**src/rtl/mem_port_arbiter_pkg.sv**
```systemverilog
// Shared types for the fetch / load-store memory port arbiter.
package mem_port_arbiter_pkg;

  typedef enum logic [1:0] {
    StIdle = 2'd0,
    StReq  = 2'd1,
    StResp = 2'd2
  } state_e;

  typedef enum logic {
    OwnIf = 1'b0,
    OwnLs = 1'b1
  } owner_e;

  localparam int unsigned StarveCntW = 4;
  localparam logic [StarveCntW-1:0] StarveCntMax = '1;

endpackage

```
**src/rtl/mem_port_arbiter_if.sv**
```systemverilog
// Bundles the fetch, load/store and memory-side signals of the arbiter.
interface mem_port_arbiter_if #(
  parameter int unsigned ADDR_W = 64,
  parameter int unsigned DATA_W = 64
);
  localparam int unsigned MaskW = DATA_W / 8;

  logic              if_req_i;
  logic [ADDR_W-1:0] if_addr_i;
  logic              if_gnt_o;
  logic              if_rvalid_o;
  logic [DATA_W-1:0] if_rdata_o;

  logic              ls_req_i;
  logic              ls_we_i;
  logic [ADDR_W-1:0] ls_addr_i;
  logic [DATA_W-1:0] ls_wdata_i;
  logic [MaskW-1:0]  ls_wmask_i;
  logic              ls_gnt_o;
  logic              ls_rvalid_o;
  logic [DATA_W-1:0] ls_rdata_o;

  logic              mem_req_o;
  logic              mem_we_o;
  logic [ADDR_W-1:0] mem_addr_o;
  logic [DATA_W-1:0] mem_wdata_o;
  logic [MaskW-1:0]  mem_wmask_o;
  logic              mem_gnt_i;
  logic              mem_rvalid_i;
  logic [DATA_W-1:0] mem_rdata_i;

  logic              err_o;

  // Arbiter side.
  modport slave (
    input  if_req_i, if_addr_i,
    input  ls_req_i, ls_we_i, ls_addr_i, ls_wdata_i, ls_wmask_i,
    input  mem_gnt_i, mem_rvalid_i, mem_rdata_i,
    output if_gnt_o, if_rvalid_o, if_rdata_o,
    output ls_gnt_o, ls_rvalid_o, ls_rdata_o,
    output mem_req_o, mem_we_o, mem_addr_o, mem_wdata_o, mem_wmask_o,
    output err_o
  );

  // Requester and memory side.
  modport master (
    output if_req_i, if_addr_i,
    output ls_req_i, ls_we_i, ls_addr_i, ls_wdata_i, ls_wmask_i,
    output mem_gnt_i, mem_rvalid_i, mem_rdata_i,
    input  if_gnt_o, if_rvalid_o, if_rdata_o,
    input  ls_gnt_o, ls_rvalid_o, ls_rdata_o,
    input  mem_req_o, mem_we_o, mem_addr_o, mem_wdata_o, mem_wmask_o,
    input  err_o
  );

endinterface

```
**src/rtl/mem_arb_pick.sv**
```systemverilog
// Priority select between fetch and load/store, with a starvation counter
// that hands fetch the win after STARVE_MAX consecutive losses.
module mem_arb_pick
  import mem_port_arbiter_pkg::*;
#(
  parameter int unsigned STARVE_MAX = 4
) (
  input  logic   clk_i,
  input  logic   rst_ni,
  input  logic   if_req_i,
  input  logic   ls_req_i,
  input  logic   capture_en_i,
  output owner_e winner_o,
  output logic   grant_valid_o
);

  logic [StarveCntW-1:0] starve_cnt_q, starve_cnt_d;
  logic                  if_starved;

  always_comb begin
    if_starved    = starve_cnt_q >= StarveCntW'(STARVE_MAX);
    winner_o      = OwnIf;
    if (ls_req_i && !(if_req_i && if_starved)) begin
      winner_o = OwnLs;
    end
    grant_valid_o = capture_en_i && (if_req_i || ls_req_i);

    starve_cnt_d = starve_cnt_q;
    if (grant_valid_o) begin
      if (winner_o == OwnIf) begin
        starve_cnt_d = '0;
      end else if (if_req_i && (starve_cnt_q != StarveCntMax)) begin
        starve_cnt_d = starve_cnt_q + StarveCntW'(1);
      end
    end
  end

  always_ff @(posedge clk_i or negedge rst_ni) begin
    if (!rst_ni) begin
      starve_cnt_q <= '0;
    end else begin
      starve_cnt_q <= starve_cnt_d;
    end
  end

endmodule

```
**src/rtl/mem_port_arbiter.sv**
```systemverilog
// Shares one single-ported, variable-latency memory between fetch and
// load/store with a single outstanding transaction.
module mem_port_arbiter
  import mem_port_arbiter_pkg::*;
#(
  parameter int unsigned ADDR_W     = 64,
  parameter int unsigned DATA_W     = 64,
  parameter int unsigned STARVE_MAX = 4
) (
  input logic               clock,
  input logic               reset,
  mem_port_arbiter_if.slave bus
);

  localparam int unsigned MaskW = DATA_W / 8;

  state_e            state_q, state_d;
  owner_e            owner_q, owner_d;
  logic [ADDR_W-1:0] addr_q, addr_d;
  logic              we_q, we_d;
  logic [DATA_W-1:0] wdata_q, wdata_d;
  logic [MaskW-1:0]  wmask_q, wmask_d;
  logic              err_q, err_d;

  logic   resp_fire;
  logic   capture_en;
  logic   grant_valid;
  owner_e winner;

  assign resp_fire  = (state_q == StResp) && bus.mem_rvalid_i;
  // Gated by reset so no grant can pulse while the state is held in idle.
  assign capture_en = reset && ((state_q == StIdle) || resp_fire);

  mem_arb_pick #(
    .STARVE_MAX(STARVE_MAX)
  ) u_pick (
    .clk_i        (clock),
    .rst_ni       (reset),
    .if_req_i     (bus.if_req_i),
    .ls_req_i     (bus.ls_req_i),
    .capture_en_i (capture_en),
    .winner_o     (winner),
    .grant_valid_o(grant_valid)
  );

  always_comb begin
    state_d = state_q;
    owner_d = owner_q;
    addr_d  = addr_q;
    we_d    = we_q;
    wdata_d = wdata_q;
    wmask_d = wmask_q;
    err_d   = err_q;

    unique case (state_q)
      StIdle:  if (grant_valid) state_d = StReq;
      StReq:   if (bus.mem_gnt_i) state_d = StResp;
      StResp:  if (bus.mem_rvalid_i) state_d = grant_valid ? StReq : StIdle;
      default: state_d = StIdle;
    endcase

    if (grant_valid) begin
      owner_d = winner;
      if (winner == OwnLs) begin
        addr_d  = bus.ls_addr_i;
        we_d    = bus.ls_we_i;
        wdata_d = bus.ls_wdata_i;
        wmask_d = bus.ls_wmask_i;
      end else begin
        addr_d  = bus.if_addr_i;
        we_d    = 1'b0;
        wdata_d = '0;
        wmask_d = '0;
      end
    end

    // Stray responses/grants are dropped but flagged until the next reset.
    if ((bus.mem_rvalid_i && (state_q != StResp)) || (bus.mem_gnt_i && (state_q != StReq))) begin
      err_d = 1'b1;
    end
  end

  always_ff @(posedge clock or negedge reset) begin
    if (!reset) begin
      state_q <= StIdle;
      owner_q <= OwnIf;
      addr_q  <= '0;
      we_q    <= 1'b0;
      wdata_q <= '0;
      wmask_q <= '0;
      err_q   <= 1'b0;
    end else begin
      state_q <= state_d;
      owner_q <= owner_d;
      addr_q  <= addr_d;
      we_q    <= we_d;
      wdata_q <= wdata_d;
      wmask_q <= wmask_d;
      err_q   <= err_d;
    end
  end

  assign bus.if_gnt_o    = grant_valid && (winner == OwnIf);
  assign bus.ls_gnt_o    = grant_valid && (winner == OwnLs);
  assign bus.if_rvalid_o = resp_fire && (owner_q == OwnIf);
  assign bus.ls_rvalid_o = resp_fire && (owner_q == OwnLs);
  assign bus.if_rdata_o  = bus.if_rvalid_o ? bus.mem_rdata_i : '0;
  assign bus.ls_rdata_o  = bus.ls_rvalid_o ? bus.mem_rdata_i : '0;

  assign bus.mem_req_o   = (state_q == StReq);
  assign bus.mem_we_o    = we_q;
  assign bus.mem_addr_o  = addr_q;
  assign bus.mem_wdata_o = wdata_q;
  assign bus.mem_wmask_o = wmask_q;
  assign bus.err_o       = err_q;

endmodule

```
**src/flat_wrapper.sv**
```systemverilog
// flat-port wrapper written by rule: the top's interface ports become plain ports
module mem_port_arbiter_flat import mem_port_arbiter_pkg::*;
#(
  parameter int unsigned ADDR_W     = 64,
  parameter int unsigned DATA_W     = 64,
  parameter int unsigned STARVE_MAX = 4
)
  (clock, reset, bus_if_req_i, bus_if_addr_i, bus_ls_req_i, bus_ls_we_i, bus_ls_addr_i, bus_ls_wdata_i, bus_ls_wmask_i, bus_mem_gnt_i, bus_mem_rvalid_i, bus_mem_rdata_i, bus_if_gnt_o, bus_if_rvalid_o, bus_if_rdata_o, bus_ls_gnt_o, bus_ls_rvalid_o, bus_ls_rdata_o, bus_mem_req_o, bus_mem_we_o, bus_mem_addr_o, bus_mem_wdata_o, bus_mem_wmask_o, bus_err_o);
  mem_port_arbiter_if #(.ADDR_W(ADDR_W), .DATA_W(DATA_W)) bus_i ();
  input logic clock;
  input logic reset;
  input wire logic [$bits(bus_i.if_req_i)-1:0] bus_if_req_i;
  input wire logic [$bits(bus_i.if_addr_i)-1:0] bus_if_addr_i;
  input wire logic [$bits(bus_i.ls_req_i)-1:0] bus_ls_req_i;
  input wire logic [$bits(bus_i.ls_we_i)-1:0] bus_ls_we_i;
  input wire logic [$bits(bus_i.ls_addr_i)-1:0] bus_ls_addr_i;
  input wire logic [$bits(bus_i.ls_wdata_i)-1:0] bus_ls_wdata_i;
  input wire logic [$bits(bus_i.ls_wmask_i)-1:0] bus_ls_wmask_i;
  input wire logic [$bits(bus_i.mem_gnt_i)-1:0] bus_mem_gnt_i;
  input wire logic [$bits(bus_i.mem_rvalid_i)-1:0] bus_mem_rvalid_i;
  input wire logic [$bits(bus_i.mem_rdata_i)-1:0] bus_mem_rdata_i;
  output wire logic [$bits(bus_i.if_gnt_o)-1:0] bus_if_gnt_o;
  output wire logic [$bits(bus_i.if_rvalid_o)-1:0] bus_if_rvalid_o;
  output wire logic [$bits(bus_i.if_rdata_o)-1:0] bus_if_rdata_o;
  output wire logic [$bits(bus_i.ls_gnt_o)-1:0] bus_ls_gnt_o;
  output wire logic [$bits(bus_i.ls_rvalid_o)-1:0] bus_ls_rvalid_o;
  output wire logic [$bits(bus_i.ls_rdata_o)-1:0] bus_ls_rdata_o;
  output wire logic [$bits(bus_i.mem_req_o)-1:0] bus_mem_req_o;
  output wire logic [$bits(bus_i.mem_we_o)-1:0] bus_mem_we_o;
  output wire logic [$bits(bus_i.mem_addr_o)-1:0] bus_mem_addr_o;
  output wire logic [$bits(bus_i.mem_wdata_o)-1:0] bus_mem_wdata_o;
  output wire logic [$bits(bus_i.mem_wmask_o)-1:0] bus_mem_wmask_o;
  output wire logic [$bits(bus_i.err_o)-1:0] bus_err_o;
  assign bus_i.if_req_i = bus_if_req_i;
  assign bus_i.if_addr_i = bus_if_addr_i;
  assign bus_i.ls_req_i = bus_ls_req_i;
  assign bus_i.ls_we_i = bus_ls_we_i;
  assign bus_i.ls_addr_i = bus_ls_addr_i;
  assign bus_i.ls_wdata_i = bus_ls_wdata_i;
  assign bus_i.ls_wmask_i = bus_ls_wmask_i;
  assign bus_i.mem_gnt_i = bus_mem_gnt_i;
  assign bus_i.mem_rvalid_i = bus_mem_rvalid_i;
  assign bus_i.mem_rdata_i = bus_mem_rdata_i;
  assign bus_if_gnt_o = bus_i.if_gnt_o;
  assign bus_if_rvalid_o = bus_i.if_rvalid_o;
  assign bus_if_rdata_o = bus_i.if_rdata_o;
  assign bus_ls_gnt_o = bus_i.ls_gnt_o;
  assign bus_ls_rvalid_o = bus_i.ls_rvalid_o;
  assign bus_ls_rdata_o = bus_i.ls_rdata_o;
  assign bus_mem_req_o = bus_i.mem_req_o;
  assign bus_mem_we_o = bus_i.mem_we_o;
  assign bus_mem_addr_o = bus_i.mem_addr_o;
  assign bus_mem_wdata_o = bus_i.mem_wdata_o;
  assign bus_mem_wmask_o = bus_i.mem_wmask_o;
  assign bus_err_o = bus_i.err_o;
  mem_port_arbiter #(.ADDR_W(ADDR_W), .DATA_W(DATA_W), .STARVE_MAX(STARVE_MAX)) u_core (.clock(clock), .reset(reset), .bus(bus_i));
endmodule
```
**config.mk**
```make
export PLATFORM = sky130hd
export DESIGN_NAME = mem_port_arbiter_flat
export DESIGN_NICKNAME = d
export VERILOG_FILES = /design/src/rtl/mem_port_arbiter_pkg.sv /design/src/rtl/mem_port_arbiter_if.sv /design/src/rtl/mem_arb_pick.sv /design/src/rtl/mem_port_arbiter.sv /design/src/flat_wrapper.sv
export SDC_FILE = /design/constraint.sdc
export NUM_CORES = 1
export LEC_CHECK = 0
export BUFFER_PORTS_ARGS = -buffer_cell sky130_fd_sc_hd__buf_4
export CAP_MARGIN = 20
export CORE_AREA = 2 2 208 210
export CTS_BUF_LIST = sky130_fd_sc_hd__clkbuf_8
export CTS_CLUSTER_SIZE = 16
export DETAILED_ROUTE_END_ITERATION = 16
export DIE_AREA = 0 0 210 212
export GPL_TIMING_DRIVEN = 0
export PLACE_DENSITY = 0.41
export SLEW_MARGIN = 40
export SYNTH_ARGS = -nofsm -noshare
export SYNTH_HDL_FRONTEND = slang
export SYNTH_SLANG_ARGS = --single-unit
```
**constraint.sdc**
```tcl
create_clock -name clock -period 1.6 [get_ports clock]
set_input_delay 0 -clock clock [delete_from_list [all_inputs] [get_ports clock]]
set_output_delay 0 -clock clock [all_outputs]
set_load 0.005 [all_outputs]
```
==> results of run 1 <==
-- synth_stat cells (all sizes together) --
library cell	number
o21a	1
nand4	1
dfrtp	145
nor2b	1
o21bai	1
clkbuf	44
nor3b	1
or2	1
nor4	1
and4b	1
nand2	2
buf	43
nand3	67
and3	1
a22o	73
and2	129
o21ai	67
ha	1
a21o	1
a31oi	128
and4	1
a21oi	3
and4bb	1
mux2	1
a41oi	1
nand2b	2
inv	3
mux2i	1
-- metal layers --
metal / GRT usage [%] / routed length (um) / up-vias
met4: 5.45 / 1070 / 0
li1: - / - / 4355
met5: 0 / 0 / -
met1: 21.3 / 17300 / 4572
met3: 4.65 / 2560 / 46
met2: 34.9 / 24000 / 355
-- state kept, by name, summed over array words and instances (netlist names) --
| signal | flops |
|---|---|
| u_core.bus.mem_wmask_o | 8 |
| u_core.u_pick.starve_cnt_q | 4 |
| u_core.bus.mem_wdata_o | 64 |
| u_core.bus.mem_we_o | 1 |
| u_core.bus.err_o | 1 |
| u_core.bus.mem_addr_o | 64 |
| u_core.state_q | 2 |
| u_core.owner_q | 1 |
-- cell usage in the layout (no fill, tap or decap), types with 2 or more instances in the layout --
master,count
clkbuf_8,24
a31oi_1,90
clkbuf_1,10
o21ai_1,20
nand2b_1,2
nand2_1,2
buf_4,470
and2_1,47
o21ai_0,42
and2_4,82
buf_2,13
a31oi_2,7
clkinv_4,2
buf_16,5
a31oi_4,31
nand3_1,65
buf_8,29
clkbuf_16,22
inv_6,5
clkinvlp_4,4
dlygate4sd3_1,205
o21ai_2,4
dfrtp_2,2
a21oi_2,2
inv_1,3
clkbuf_4,6
a22o_1,73
buf_12,24
dfrtp_1,143
clkbuf_2,7
buf_6,105
-- metrics by stage --
step / power, uW / cell area, sq um
2_1_floorplan: 8110 / 7230
3_3_place_gp: 12200 / 12000
3_5_place_dp: 12200 / 12000
4_1_cts: 16900 / 16100
5_1_grt: 18700 / 17200
6_report: 17700 / 17200
-- tightest hold or removal path, delay by kind of cell --
| family | cells | cell delay [ns] |
|---|---|---|
| buf+inv | 7 | 0.84 |
-- kinds of logic after synthesis --
logic type | count (synthesis) | synth area share, %
compound gates | 275 | 25.3
fa+ha+maj | 1 | 0.173
buf+inv | 90 | 6.80
flops | 145 | 50.2
mux | 2 | 0.294
simple gates | 209 | 17.3
-- repair_timing --
action                                 CTS  global route
pin swaps                               95            56
setup endpoints to repair              272           273
gates cloned                            15            15
endpoints found under the hold margin  289           118
gates resized for setup                268           209
setup buffers                           32            12
-- area by class of cell --
cell class	count	area (sq um)	share of cell area, %
plain buffers	83	943	5.48
repair buffers	819	7690	44.7
clock buffers	18	248	1.44
multi-input cells	487	3880	22.5
flip-flops and latches	145	3630	21.1
inverters	3	11.3	0.0654
clock inverters	14	130	0.756
well taps	546	683	3.97
-- power by group through the flow --
stage	Sequential (uW)	Clock (uW)	Combinational, uW
4_1_cts	5770	3150	7940
6_report	5800	3030	8880
5_1_grt	5970	3310	9470
3_5_place_dp	5810	0	6430
3_3_place_gp	5800	0	6410
2_1_floorplan	5840	0	2270
-- worst max-delay path by stage --
stage	end	cells after the start
floorplan	u_core.bus.mem_wdata_o[33]$_DFFE_PN0P_	5
global placement	u_core.bus.mem_addr_o[14]$_DFFE_PN0P_	6
detailed placement	u_core.bus.mem_addr_o[17]$_DFFE_PN0P_	7
CTS	bus_if_rdata_o[56]	5
global route	bus_if_gnt_o	8
finish	bus_if_gnt_o	8
==> run_results.csv, run 1 <==
group,metric,value,unit
floorplanning,start_util,17.0,%
clocking,htreeDepth,4,
grt,grt_pass1_vias,9838,
yosys,syn_inst,722,
floorplanning,die_w,210,um
worst_setup_path,crit_buf_inv,5,
timing,tns,-41.78,ns
timing,slew_viol_final,0,
cells_and_area,layout.cells.non_filler,2115,
pwr,p_int,11500,uW
floorplanning,die-area,0.0445,sq mm
timing,setup_viol,260,
cells_and_area,syn2layout_area_growth,138,%
yosys,ys_ff_latch,145,
worst_setup_path,crit_top_cell,"buf_12",
yosys,synth.area.top_cells,"dfrtp_1 50%, and2_1 11%, a31oi_1 11%",
clocking,cts_tree,"built",
floorplanning,core_area,0.0425,sq mm
place,io_buffers,540,
pwr,seqPwrFrac,32.7,%
worst_setup_path,arrival,1.90,ns
cells_and_area,drive_above_1_share,54.6,%
worst_setup_path,end_kind,"output pin",
floorplanning,die_height,212,um
timing,worst_slack,-0.298,ns
worst_setup_path,crit_path_top_delay_cell,"dfrtp_2",
grt,grt_max_degree,68,
worst_setup_path,crit_start,"u_core.state_q[0]$_DFFE_PN0P_",
flow_run,cap_violations,0,
routing,postRouteAntennaNets,0,
grt,grt_pass1_wl,62600,um
routing,num_vias,9328,
worst_setup_path,cp_slowest_stage_delay,0.45,ns
yosys,yosysTopAreaCell,"dfrtp_1",
yosys,syn_area_per_cell,10.0,sq um
hold_path,min_path_type,"in -> async",
timing,tightest_slew,0.677,ns
floorplanning,io_pins,542,
worst_setup_path,path_max_fanout,4,
cells_and_area,fillers,4147,
routing,viasPerCell,4.41,
clocking,cts.sinks,145,
worst_setup_path,ff2ff_path_depth,9,
grt,grt.total_usage,18.8,%
timing,fin_crit,1.90,ns
clocking,cts_buffers,17,
routing,routedWlPerCell,21.2,um
worst_setup_path,crit_type,"reg -> out",
yosys,syn_nets,994,
yosys,synth_top_area_share,50.2,%
clocking,cts.clk_slew.worst_paths,0.11,ns
pwr,powerDensity,1030,mW/mm^2
cells_and_area,antennaDiodeCount,0,
clocking,clk_latency,0.50,ns
worst_setup_path,start_kind,"flop",
yosys,ys_types,34,
place,dp_slack,-0.456,ns
pwr,p_sw_share,35.2,%
floorplanning,rows,76,
timing,finClkSkew,0.0190,ns
yosys,yosysWarnings,0,
pwr,vdd_drop_max,441,uV
timing,slew-limit-headroom,54.9,%
pwr,p_sw,6240,uW
pwr,leakagePower,0.00794,uW
place,place_congestion,0.789,
timing,timing.final.hold_violations,94,
routing,wirelength,44800,um
yosys,seq_area_frac_synth,50.2,%
place,dp.cells,1810,
pwr,clock_power_share,17.1,%
pwr,power_frac_comb,50.2,%
clocking,cts.path.max_buffers,2,
grt,overflow,0,
worst_setup_path,path_cells,"buf_12 > nor2b_4 > buf_6 > nand3_4 > buf_8 > buf_12 > a21oi_2 > buf_4",
yosys,synth_area,0.00723,sq mm
timing,max_freq,0.527,GHz
worst_setup_path,r2r_end,"u_core.bus.mem_wdata_o[54]$_DFFE_PN0P_",
routing,drt_iter0_drc,468,
clocking,cts-root-buf,"clkbuf_8",
worst_setup_path,cp.required,1.60,ns
outcome,violations,"negative hold slack, negative setup slack",
grt,antenna_found_initial,0,
outcome,status,"complete, but fails checks",
timing,rsz0062_at_grt,"true",
worst_setup_path,worstReg2RegStart,"u_core.state_q[0]$_DFFE_PN0P_",
cells_and_area,final_core_util,40.5,%
place,post-dp-hpwl,31800,um
worst_setup_path,cpLargestDelayFamily,"buffers and inverters",
routing,first_pass_iters,5,
timing,period_share,119,%
timing,whs,-0.0814,ns
routing,drc,0,
worst_setup_path,rrSetupSlack,-0.16,ns
cells_and_area,nets,1828,
clocking,ctsHoldBuffers,212,
(Power assumes the default switching activity.)
==> inputs of run 2 (changes only) <==
--- a/config.mk
+++ b/config.mk
@@ -13,7 +13,6 @@
 export DETAILED_ROUTE_END_ITERATION = 16
 export DIE_AREA = 0 0 210 212
 export GPL_TIMING_DRIVEN = 0
-export PLACE_DENSITY = 0.41
 export SLEW_MARGIN = 40
 export SYNTH_ARGS = -nofsm -noshare
 export SYNTH_HDL_FRONTEND = slang
==> run 2 against run 1 <==
Against the previous run:
- the run ends with negative setup slack left
- sequential power is 2% higher
- sequential cell count stayed put
- core utilization is 1.5 points lower
- largest cell class unchanged
- sequential share of layout area is 0.82 points higher
==> run_results.csv, run 2 (same netlist as run 1, synthesis figures left out) <==
group,metric,value,unit
timing,finClkSkew,0.0192,ns
worst_setup_path,end_kind,"output pin",
clocking,cts.path.max_buffers,2,
pwr,vdd_drop_max,760,uV
worst_setup_path,start_kind,"flop",
floorplanning,core_area,0.0425,sq mm
place,io_buffers,540,
routing,drc,0,
hold_path,min_path_type,"in -> async",
grt,grt_pass1_wl,64600,um
timing,worst_slack,-0.352,ns
cells_and_area,layout_common_cells,"494 x buf_4, 208 x dlygate4sd3_1, 142 x dfrtp_1, 113 x a31oi_1, 92 x buf_6",
timing,timing.final.hold_violations,0,
outcome,violations,"negative setup slack",
worst_setup_path,crit_type,"reg -> out",
routing,first_pass_iters,7,
floorplanning,io_pins,542,
floorplanning,start_util,17.0,%
timing,period_share,122,%
worst_setup_path,cp.required,1.60,ns
cells_and_area,syn2layout_area_growth,129,%
cells_and_area,fillers,4021,
pwr,power,17200,uW
cells_and_area,drive_above_1_share,51.7,%
grt,grt_max_degree,66,
pwr,powerDensity,1040,mW/mm^2
timing,max_freq,0.512,GHz
routing,routedWlPerCell,23.6,um
clocking,cts-root-buf,"clkbuf_8",
clocking,cts.clk_slew.worst_paths,0.10,ns
place,dp_slack,-0.599,ns
worst_setup_path,path_max_fanout,7,
grt,grt_pass1_vias,9704,
floorplanning,die-area,0.0445,sq mm
routing,postRouteAntennaNets,0,
routing,num_vias,9911,
routing,viasPerCell,4.69,
place,post-dp-hpwl,34100,um
clocking,cts_buffers,17,
floorplanning,die_height,212,um
outcome,status,"complete, but fails checks",
timing,tns,-48.40,ns
clocking,cts.sinks,145,
clocking,htreeDepth,4,
cells_and_area,nets,1822,
cells_and_area,final_core_util,39.0,%
cells_and_area,design_area,0.0166,sq mm
pwr,leakagePower,0.00777,uW
timing,fin_crit,1.95,ns
timing,slew_viol_final,0,
cells_and_area,final_common_cell,"buf_4",
worst_setup_path,rrSetupSlack,-0.23,ns
place,place_congestion,0.886,
grt,antenna_found_initial,12,
floorplanning,die_w,210,um
floorplanning,rows,76,
grt,overflow,0,
worst_setup_path,arrival,1.95,ns
routing,drt_iter0_drc,658,
timing,tightest_slew,0.919,ns
flow_run,cap_violations,0,
clocking,clk_latency,0.51,ns
place,place_area,0.0120,sq mm
clocking,cts_tree,"built",
timing,setup_viol,241,
timing,slew-limit-headroom,38.5,%
timing,rsz0062_at_grt,"true",
grt,grt.total_usage,20.0,%
routing,wirelength,50000,um
==> run 2: path summary, 6_finish.rpt <==
check | from | endpoint | depth (start not counted)
hold reg to reg | u_core.bus.err_o$_DFFE_PN0P_ | u_core.bus.err_o$_DFFE_PN0P_ | 1
setup reg to reg | u_core.state_q[0]$_DFFE_PN0P_ | u_core.bus.mem_wdata_o[4]$_DFFE_PN0P_ | 8
max in group asynchronous | reset | u_core.bus.mem_addr_o[42]$_DFFE_PN0P_ | 8
min in group clock | bus_if_req_i | u_core.bus.mem_addr_o[58]$_DFFE_PN0P_ | 5
hold / removal | reset | u_core.bus.mem_wdata_o[41]$_DFFE_PN0P_ | 9
setup / recovery | u_core.state_q[0]$_DFFE_PN0P_ | bus_if_rdata_o[35] | 5
==> run 2: timing repair <==
| item | 4_1_cts | 5_1_grt |
|---|---|---|
| setup buffers | 18 | 20 |
| gates resized for setup | 166 | 215 |
| hold buffers | 208 | 7 |
| cloned | 3 | 19 |
| endpoints found under the setup margin | 273 | 262 |
| pin swaps | 14 | 68 |
| hold endpoints to repair | 289 | 145 |
==> run 2: per-layer routing <==
metal	global-route usage, %	vias up	wire [um]
li1	-	4347	-
met1	22.4	4884	18900
met2	36.1	561	26300
met3	4.37	117	3000
met4	9.12	2	1760
met5	0	-	16
==> run 2: through the flow <==
stage,hold slack [ns],instances
floorplan,-0.296,722
global placement,0.217,1808
detailed placement,-0.149,1810
CTS,-0.416,2071
global route,0.0266,2114
finish,0.0651,2114
==> run 2: final cells by class <==
type | instances | area, sq um | area share, %
Antenna cell | 5 | 12.5 | 0.0755
Buffer | 86 | 965 | 5.82
Clock buffer | 17 | 234 | 1.41
Clock inverter | 15 | 136 | 0.823
Inverter | 3 | 11.3 | 0.0679
Multi-Input combinational cell | 487 | 3540 | 21.3
Sequential cell | 145 | 3630 | 21.9
Tap cell | 546 | 683 | 4.12
Timing Repair Buffer | 810 | 7360 | 44.4
==> run 2: power breakdown <==
part,total [uW],internal (uW),switching [uW]
logic,8270,4780,3490
registers,5910,4980,927
clock network,2970,1250,1730
==> run 2: worst max-delay path, cell delays in order, from the launching register on <==
cell       delay (ns)
dfrtp_2          0.46
and4bb_4         0.42
buf_12           0.16
clkbuf_16        0.15
and2_4           0.15
buf_6            0.09
